**src/rtl/cpu_defs.sv**
```systemverilog
// Shared CPU pipeline types: IF/ID/EX bundles, decoder output, bypass and memory requests.
package cpu_defs;

  localparam int unsigned N_REGS     = 32;
  localparam int unsigned REG_ADDR_W = $clog2(N_REGS);

  typedef logic [REG_ADDR_W-1:0] reg_addr_t;

  // OP_SLL must stay at encoding 0 so an all-zero pipe_id reads as a nop.
  typedef enum logic [5:0] {
    OP_SLL, OP_SRL, OP_SRA, OP_ADDU, OP_SUBU, OP_AND, OP_OR, OP_XOR, OP_NOR,
    OP_SLT, OP_SLTU, OP_JR, OP_MULT, OP_DIV, OP_ADDIU, OP_SLTI, OP_SLTIU,
    OP_ANDI, OP_ORI, OP_XORI, OP_LUI, OP_BEQ, OP_BNE, OP_J, OP_JAL,
    OP_LB, OP_LBU, OP_LW, OP_SB, OP_SW, OP_MFC0, OP_MTC0, OP_INVALID
  } oper_t;

  typedef struct packed {
    logic valid;
  } except_req_t;

  typedef struct packed {
    logic        valid;
    logic [31:0] inst;
    logic [31:0] vaddr;
    logic        iaddr_ex;
  } pipe_if_t;

  typedef struct packed {
    logic        we;
    reg_addr_t   waddr;
    logic [31:0] wrdata;
  } regs_wreq_t;

  typedef struct packed {
    oper_t     op;
    reg_addr_t rs;
    reg_addr_t rt;
    reg_addr_t rd;        // destination GPR, 0 when the op writes none
    logic [4:0] shamt;
    logic      is_load;
    logic      is_store;
    logic      is_branch;
    logic      is_multicyc;
    logic      use_imm;
    logic      imm_sext;
    logic      imm_upper;
    logic [4:0] cp0_addr;
    logic [2:0] cp0_sel;
  } decode_resp_t;

  typedef struct packed {
    logic        read;
    logic        write;
    logic [31:0] vaddr;
    logic [31:0] wrdata;
    logic [3:0]  byteenable;
  } dcache_req_t;

  typedef struct packed {
    logic [4:0] raddr;
    logic [2:0] rsel;
  } cp0_rreq_t;

  typedef struct packed {
    logic         valid;
    oper_t        op;
    logic [31:0]  inst;
    logic [31:0]  vaddr;
    logic         iaddr_ex;
    logic         delayslot;
    logic [31:0]  regs_rddata0;
    logic [31:0]  regs_rddata1;
    decode_resp_t decoded;
    dcache_req_t  dcache_req;
    cp0_rreq_t    cp0_rreq;
  } pipe_id_t;

  // Operand bypass: r0 is constant, the younger EX result beats the WB result.
  function automatic logic [31:0] sel_operand(reg_addr_t addr, logic [31:0] rf_data,
                                              regs_wreq_t ex, regs_wreq_t wb);
    if (addr == '0) return '0;
    if (ex.we && ex.waddr == addr) return ex.wrdata;
    if (wb.we && wb.waddr == addr) return wb.wrdata;
    return rf_data;
  endfunction

endpackage

```
**src/rtl/inst_decoder.sv**
```systemverilog
// Combinational MIPS32 subset decoder: instruction word to decode_resp_t.
module inst_decoder
  import cpu_defs::*;
(
  input  logic [31:0]  inst,
  output decode_resp_t resp
);

  logic [5:0] opcode;
  logic [5:0] funct;

  assign opcode = inst[31:26];
  assign funct  = inst[5:0];

  // Common fields are always extracted; the opcode case fills op class and destination.
  always_comb begin
    resp          = '0;
    resp.op       = OP_INVALID;
    resp.rs       = inst[25:21];
    resp.rt       = inst[20:16];
    resp.shamt    = inst[10:6];
    resp.cp0_addr = inst[15:11];
    resp.cp0_sel  = inst[2:0];
    case (opcode)
      6'h00: begin
        resp.rd = inst[15:11];
        case (funct)
          6'h00: resp.op = OP_SLL;
          6'h02: resp.op = OP_SRL;
          6'h03: resp.op = OP_SRA;
          6'h08: begin resp.op = OP_JR; resp.is_branch = 1'b1; resp.rd = '0; end
          6'h18: begin resp.op = OP_MULT; resp.is_multicyc = 1'b1; resp.rd = '0; end
          6'h1a: begin resp.op = OP_DIV; resp.is_multicyc = 1'b1; resp.rd = '0; end
          6'h21: resp.op = OP_ADDU;
          6'h23: resp.op = OP_SUBU;
          6'h24: resp.op = OP_AND;
          6'h25: resp.op = OP_OR;
          6'h26: resp.op = OP_XOR;
          6'h27: resp.op = OP_NOR;
          6'h2a: resp.op = OP_SLT;
          6'h2b: resp.op = OP_SLTU;
          default: resp.rd = '0;
        endcase
      end
      6'h02: begin resp.op = OP_J; resp.is_branch = 1'b1; end
      6'h03: begin resp.op = OP_JAL; resp.is_branch = 1'b1; resp.rd = 5'd31; end
      6'h04: begin resp.op = OP_BEQ; resp.is_branch = 1'b1; end
      6'h05: begin resp.op = OP_BNE; resp.is_branch = 1'b1; end
      6'h09: begin resp.op = OP_ADDIU; resp.use_imm = 1'b1; resp.imm_sext = 1'b1;
                   resp.rd = inst[20:16]; end
      6'h0a: begin resp.op = OP_SLTI; resp.use_imm = 1'b1; resp.imm_sext = 1'b1;
                   resp.rd = inst[20:16]; end
      6'h0b: begin resp.op = OP_SLTIU; resp.use_imm = 1'b1; resp.imm_sext = 1'b1;
                   resp.rd = inst[20:16]; end
      6'h0c: begin resp.op = OP_ANDI; resp.use_imm = 1'b1; resp.rd = inst[20:16]; end
      6'h0d: begin resp.op = OP_ORI; resp.use_imm = 1'b1; resp.rd = inst[20:16]; end
      6'h0e: begin resp.op = OP_XORI; resp.use_imm = 1'b1; resp.rd = inst[20:16]; end
      6'h0f: begin resp.op = OP_LUI; resp.use_imm = 1'b1; resp.imm_upper = 1'b1;
                   resp.rd = inst[20:16]; end
      6'h10: begin
        if (inst[25:21] == 5'h00) begin
          resp.op = OP_MFC0;
          resp.rd = inst[20:16];
        end else if (inst[25:21] == 5'h04) begin
          resp.op = OP_MTC0;
        end
      end
      6'h20: begin resp.op = OP_LB; resp.is_load = 1'b1; resp.rd = inst[20:16]; end
      6'h24: begin resp.op = OP_LBU; resp.is_load = 1'b1; resp.rd = inst[20:16]; end
      6'h23: begin resp.op = OP_LW; resp.is_load = 1'b1; resp.rd = inst[20:16]; end
      6'h28: begin resp.op = OP_SB; resp.is_store = 1'b1; end
      6'h2b: begin resp.op = OP_SW; resp.is_store = 1'b1; end
      default: resp.op = OP_INVALID;
    endcase
  end

endmodule

```
**src/rtl/inst_decode_stage.sv**
```systemverilog
// ID stage: decode, register read with EX/WB bypass, delay-slot tracking, MTC0->MFC0 bubble.
module inst_decode_stage
  import cpu_defs::*;
(
  input  logic        clk,
  input  logic        rst,
  input  logic        ready_i,
  output logic        ready_o,
  input  except_req_t except_req,
  input  pipe_if_t    pipe_if,
  output reg_addr_t   regs_raddr0,
  output reg_addr_t   regs_raddr1,
  input  logic [31:0] regs_rddata0,
  input  logic [31:0] regs_rddata1,
  input  regs_wreq_t  ex_wreq,
  input  regs_wreq_t  wb_wreq,
  output pipe_id_t    pipe_id
);

  decode_resp_t dec;
  dcache_req_t  dcache_req;
  pipe_id_t     pipe_id_n;
  logic [31:0]  operand0;
  logic [31:0]  rt_val;
  logic [31:0]  operand1;
  logic [31:0]  mem_addr;
  logic         ds_pending;
  logic         cp0_stall;

  inst_decoder u_inst_decoder (
    .inst (pipe_if.inst),
    .resp (dec)
  );

  assign regs_raddr0 = dec.rs;
  assign regs_raddr1 = dec.rt;

  // MFC0 must not read CP0 in the cycle right after an MTC0 is handed to EX.
  assign cp0_stall = pipe_id.valid && (pipe_id.op == OP_MTC0) && (dec.op == OP_MFC0)
                     && pipe_if.valid;
  assign ready_o   = ready_i && !cp0_stall;

  // Bypassed operands; immediate forms replace operand1 while rt is still read.
  always_comb begin
    operand0 = sel_operand(dec.rs, regs_rddata0, ex_wreq, wb_wreq);
    rt_val   = sel_operand(dec.rt, regs_rddata1, ex_wreq, wb_wreq);
    operand1 = rt_val;
    if (dec.use_imm) begin
      if (dec.imm_upper) operand1 = {pipe_if.inst[15:0], 16'h0000};
      else if (dec.imm_sext) operand1 = {{16{pipe_if.inst[15]}}, pipe_if.inst[15:0]};
      else operand1 = {16'h0000, pipe_if.inst[15:0]};
    end
  end

  // Data cache request, with store data steered onto its byte lane.
  always_comb begin
    dcache_req = '0;
    mem_addr   = operand0 + {{16{pipe_if.inst[15]}}, pipe_if.inst[15:0]};
    if (pipe_if.valid) begin
      dcache_req.read   = dec.is_load;
      dcache_req.write  = dec.is_store;
      dcache_req.vaddr  = mem_addr;
      dcache_req.wrdata = operand1 << {mem_addr[1:0], 3'b000};
      case (dec.op)
        OP_LB, OP_LBU, OP_SB: dcache_req.byteenable = 4'b0001 << mem_addr[1:0];
        OP_LW, OP_SW:         dcache_req.byteenable = 4'b1111;
        default:              dcache_req.byteenable = 4'b0000;
      endcase
    end
  end

  // Next ID->EX bundle assembled from the current IF instruction.
  always_comb begin
    pipe_id_n                = '0;
    pipe_id_n.valid          = pipe_if.valid;
    pipe_id_n.op             = dec.op;
    pipe_id_n.inst           = pipe_if.inst;
    pipe_id_n.vaddr          = pipe_if.vaddr;
    pipe_id_n.iaddr_ex       = pipe_if.iaddr_ex;
    pipe_id_n.delayslot      = pipe_if.valid && ds_pending;
    pipe_id_n.regs_rddata0   = operand0;
    pipe_id_n.regs_rddata1   = operand1;
    pipe_id_n.decoded        = dec;
    pipe_id_n.dcache_req     = dcache_req;
    pipe_id_n.cp0_rreq.raddr = pipe_if.inst[15:11];
    pipe_id_n.cp0_rreq.rsel  = pipe_if.inst[2:0];
  end

  // Stage register: flush beats stall, stall holds, CP0 hazard loads a bubble.
  always_ff @(posedge clk) begin
    if (rst || except_req.valid) begin
      pipe_id    <= '0;
      ds_pending <= 1'b0;
    end else if (ready_i) begin
      if (cp0_stall) begin
        pipe_id <= '0;
      end else begin
        pipe_id <= pipe_id_n;
        if (pipe_if.valid) ds_pending <= dec.is_branch;
      end
    end
  end

endmodule

```
**config.mk**
```make
export PLATFORM = sky130hd
export DESIGN_NAME = inst_decode_stage
export DESIGN_NICKNAME = d
export VERILOG_FILES = /design/src/rtl/cpu_defs.sv /design/src/rtl/inst_decoder.sv /design/src/rtl/inst_decode_stage.sv
export SDC_FILE = /design/constraint.sdc
export NUM_CORES = 1
export LEC_CHECK = 0
export BUFFER_PORTS_ARGS = -buffer_cell sky130_fd_sc_hd__buf_2
export CAP_MARGIN = 20
export CORE_MARGIN = 5
export CORE_UTILIZATION = 35
export CTS_BUF_LIST = sky130_fd_sc_hd__clkbuf_4
export DETAILED_ROUTE_END_ITERATION = 16
export PLACE_DENSITY = 0.69
export SYNTH_ARGS = -nofsm -noshare
export SYNTH_HDL_FRONTEND = slang
export SYNTH_SLANG_ARGS = --single-unit
```
**constraint.sdc**
```tcl
create_clock -name clk -period 17.9 [get_ports clk]
set_clock_uncertainty 0.05 [all_clocks]
set_input_delay 3.58 -clock clk [delete_from_list [all_inputs] [get_ports clk]]
set_output_delay 3.58 -clock clk [all_outputs]
set_load 0.1 [all_outputs]
```
==> results.md <==
- Outcome: completed
- CP max-delay cell: o41ai_1
- Worst Hold Depth: 2
- CTS tree: yes
- Rel. slew slack: 23.6%
- P_int: 851 uW
- Die W: between 200 and 250 um
- CTS buffer count: 61
- Post-route cell area: 15800 um2
- Slowest stage delay, CP: between 0.6 and 0.7 ns
- Port Buffer Count: roughly 480
- Clock Power Share: around 33%
- DRC: 0
- Synth-to-Final Area Change: 23.9%
- Slew Limit Fails: 0
- Asr flop ratio synth: 0%
- DRT iter0 DRCs: around 1100
- Crit path launch type: primary input
- EDFF count, synth: 0
- Leading cell type in the layout, fill and taps excluded: buf_2
- Crit Path Class: in -> out
- Main synth FF type: dfxtp_1
- Worst Setup End Kind: output port
- Sw Ratio: approximately two fifths
- Vias per inst: about 5.7
- Synth Net Count: 1811
- Mean area per synthesized cell: slightly above 8 um2
- Clk root buf: clkbuf_4
- H-tree Lvls: 2
- Share of the synthesized area in the top cell type: approximately 35%
- First-pass GRT wire length: between 80 and 90 mm
- Core ar.: roughly 36000 um2
- Mapped Area: 12800 um2
- Site row count: 70
- Cell Chain, Critical Path: buf_2 -> xor2_1 -> and2_1 -> o41ai_1 -> inv_1 -> a31o_2 -> or4_1 -> nor3_1 -> nand2_1 -> nand2_1 -> inv_4 -> buf_2
- WL per Instance: roughly 23 um
- Leak: roughly 0.0071 uW
- DRT antenna net count: 0
- Inst Count DP: about 2400
- Vert. Die Dim: approximately 200 um
- Reg power frac: between 30 and 40%
- DR pass1 iterations: 6
- I/O Pins: between 400 and 500
- WP data required: 14.27 ns
- Sequential cell area: 4400 um2
- Initial Util: 35.1%
- CTS Buffer Depth: 3
- Logic gate share of total power: a little under a third
- Dominant cells by area after synthesis: dfxtp_1 (35%), a22oi_1 (8.4%), nor2_1 (8.4%)
- Seq/Total Area, Yosys: 34.5%
- Clk_lat worst skew: about 0.8 ns
- Syn Inst Count: between 1500 and 2000
- Tcrit/Tclk final: approximately three fifths
- R2R Path End: pipe_id[60]$_SDFFE_PP0P_
- Max-Cap Viols: 0
- DR vias: approximately 14000
- Grt ovf: 0
- CP Data Arrival Time: approximately 7 ns
- Unrepaired setup endpoints after global routing: no
- Final TNS setup: 0 ns
- Worst hold endpoint: pipe_id[72]$_SDFFE_PP0P_
- Layout cell share with drive strength beyond 1: 31.8%
- Reported net switching power: around 560 uW
- Multi-input gate area: between 7000 and 8000 um2
- Seq cells post-synth: 220
- Worst path buffer plus inverter count: 4
- Total Routing Usage GR: about a quarter
- HPWL Detailed: 42.0 mm
- Vias in the first global route: around 13000
- Worst Reg-to-Reg Cells: 8
- Placed instance area: between 15000 and 20000 um2
- # fillers: about 3700
- Dominant cell type by area after synthesis: dfxtp_1
- Reg2reg setup slack: approximately 15 ns
- Postcts setup bufs: 0
- Synth warnings: 0
- Period minus WS final: approximately 10 ns
- Hold Path Class: reg -> reg
- Gpl congestion: ~0.9
- Die area: ~40000 um2
- Hold-fix buffers at CTS: 0
- Reg2reg start: pipe_id[114]$_SDFFE_PP0P_
- Clk slew on worst S/H paths: approximately 0.06 ns
- Final setup fails: 0
- Nets: around 2200
- Finished Layout Cells: between 2000 and 2500
- Largest net degree at the start of global routing: approximately 110
- Final hold violations: 0
- Maximum vdd drop: 0.0568 mV
- Most frequent cells in the layout: buf_2 (476), nor2_1 (282), dfxtp_1 (220)
- # resized after CTS: 0
- Critical Path Source: pipe_if[59]
- WL final: around 57 mm
- Critical path peak fanout: 38
- Worst hold start: pipe_id[72]$_SDFFE_PP0P_
- Post-synth cell types: 72
- Cell family with most CP delay: simple AND/OR/NAND/NOR gates
- Cell Pwr Density: just under 90 nW/um2
- Max frequency: between 90 and 100 MHz
- Worst Tran Pin Value: roughly 1.1 ns
- # clock sinks: 220
- Initial antenna violation count: 5
## worst max-delay path by stage
stage	cells after the start	slack, ns	to
after floorplan	13	7.96	ready_o
after global placement	12	7.43	ready_o
after detailed placement	12	7.43	ready_o
after CTS	12	7.45	ready_o
after global routing	12	7.21	ready_o
final	12	7.45	ready_o
## power groups by stage
stage	Sequential (uW)	Combinational, uW	Clock (uW)
final	513	435	464
after global routing	514	461	504
after CTS	513	433	480
after detailed placement	524	431	0
after global placement	523	428	0
after floorplan	628	217	0
## routing by layer
layer	vias to the layer above	global-route usage [%]	routed length (um)	share of wire, %
li1	6492	-	-	-
met1	6797	34.5	24500	43
met2	645	43.5	26800	47
met3	76	6.27	4410	7.8
met4	2	7.92	1160	2.0
met5	-	0	13	0.023
## sequential cells by signal (all words and copies together), names as in the netlist
register and flops:
ds_pending 1, pipe_id 219
## cells in the mapped netlist (9+ instances only)
cell type  count
xor2_1        18
a2bb2oi_1     47
clkbuf_1     109
nand2_1       91
dfxtp_1      220
nor3_1        20
buf_4         47
xnor2_1       34
ha_1          22
a21oi_1       64
a21o_1        14
a22oi_1      143
o22ai_1       11
nor2_1       284
buf_1          9
mux2i_1       68
inv_1         24
a211oi_1      44
buf_2         11
nand2b_1      11
a31oi_1       10
o21ai_0       64
nand3_1       31
mux2_2        18
o22a_1        15
## through the flow
step / utilization [%] / worst slack [ns] / hold slack (ns) / power (uW)
after floorplan: - / 7.96 / 0.413 / 846
after global placement: 41.4 / 7.43 / 0.384 / 951
after detailed placement: 41.4 / 7.43 / 0.396 / 954
after CTS: 43.5 / 7.45 / 0.412 / 1430
after global routing: 43.5 / 7.21 / 0.439 / 1480
final: 43.5 / 7.45 / 0.414 / 1410
## logic make-up after synthesis
family / Yosys count / synth area share, %
buffers and inverters: 205 / 7.58
adder cells (fa/ha/maj): 30 / 2.88
AO/OA/AOI/OAI: 487 / 27.5
XOR/XNOR: 52 / 3.57
AND/OR/NAND/NOR: 498 / 17.0
multiplexers: 86 / 6.92
flip-flops: 220 / 34.5
## worst register-to-register path: stages (launching register included)
cell	delay, ns
dfxtp_1	0.39
nand4b_1	0.16
or4_1	0.52
o311a_2	0.34
buf_4	0.30
nand2b_1	0.63
nor3_1	0.13
mux2i_1	0.19
nand2_1	0.06
## final cells by class
| cell class | count | area share (%) |
|---|---|---|
| multi-input combinational | 1153 | 46.9 |
| clock buffer | 88 | 4.18 |
| antenna | 4 | 0.0633 |
| clock inverter | 19 | 0.617 |
| inverter | 28 | 0.712 |
| sequential | 220 | 27.8 |
| tap | 468 | 3.70 |
| timing repair buffer | 495 | 16.0 |
No activity file was read; power rests on OpenSTA's default activity.
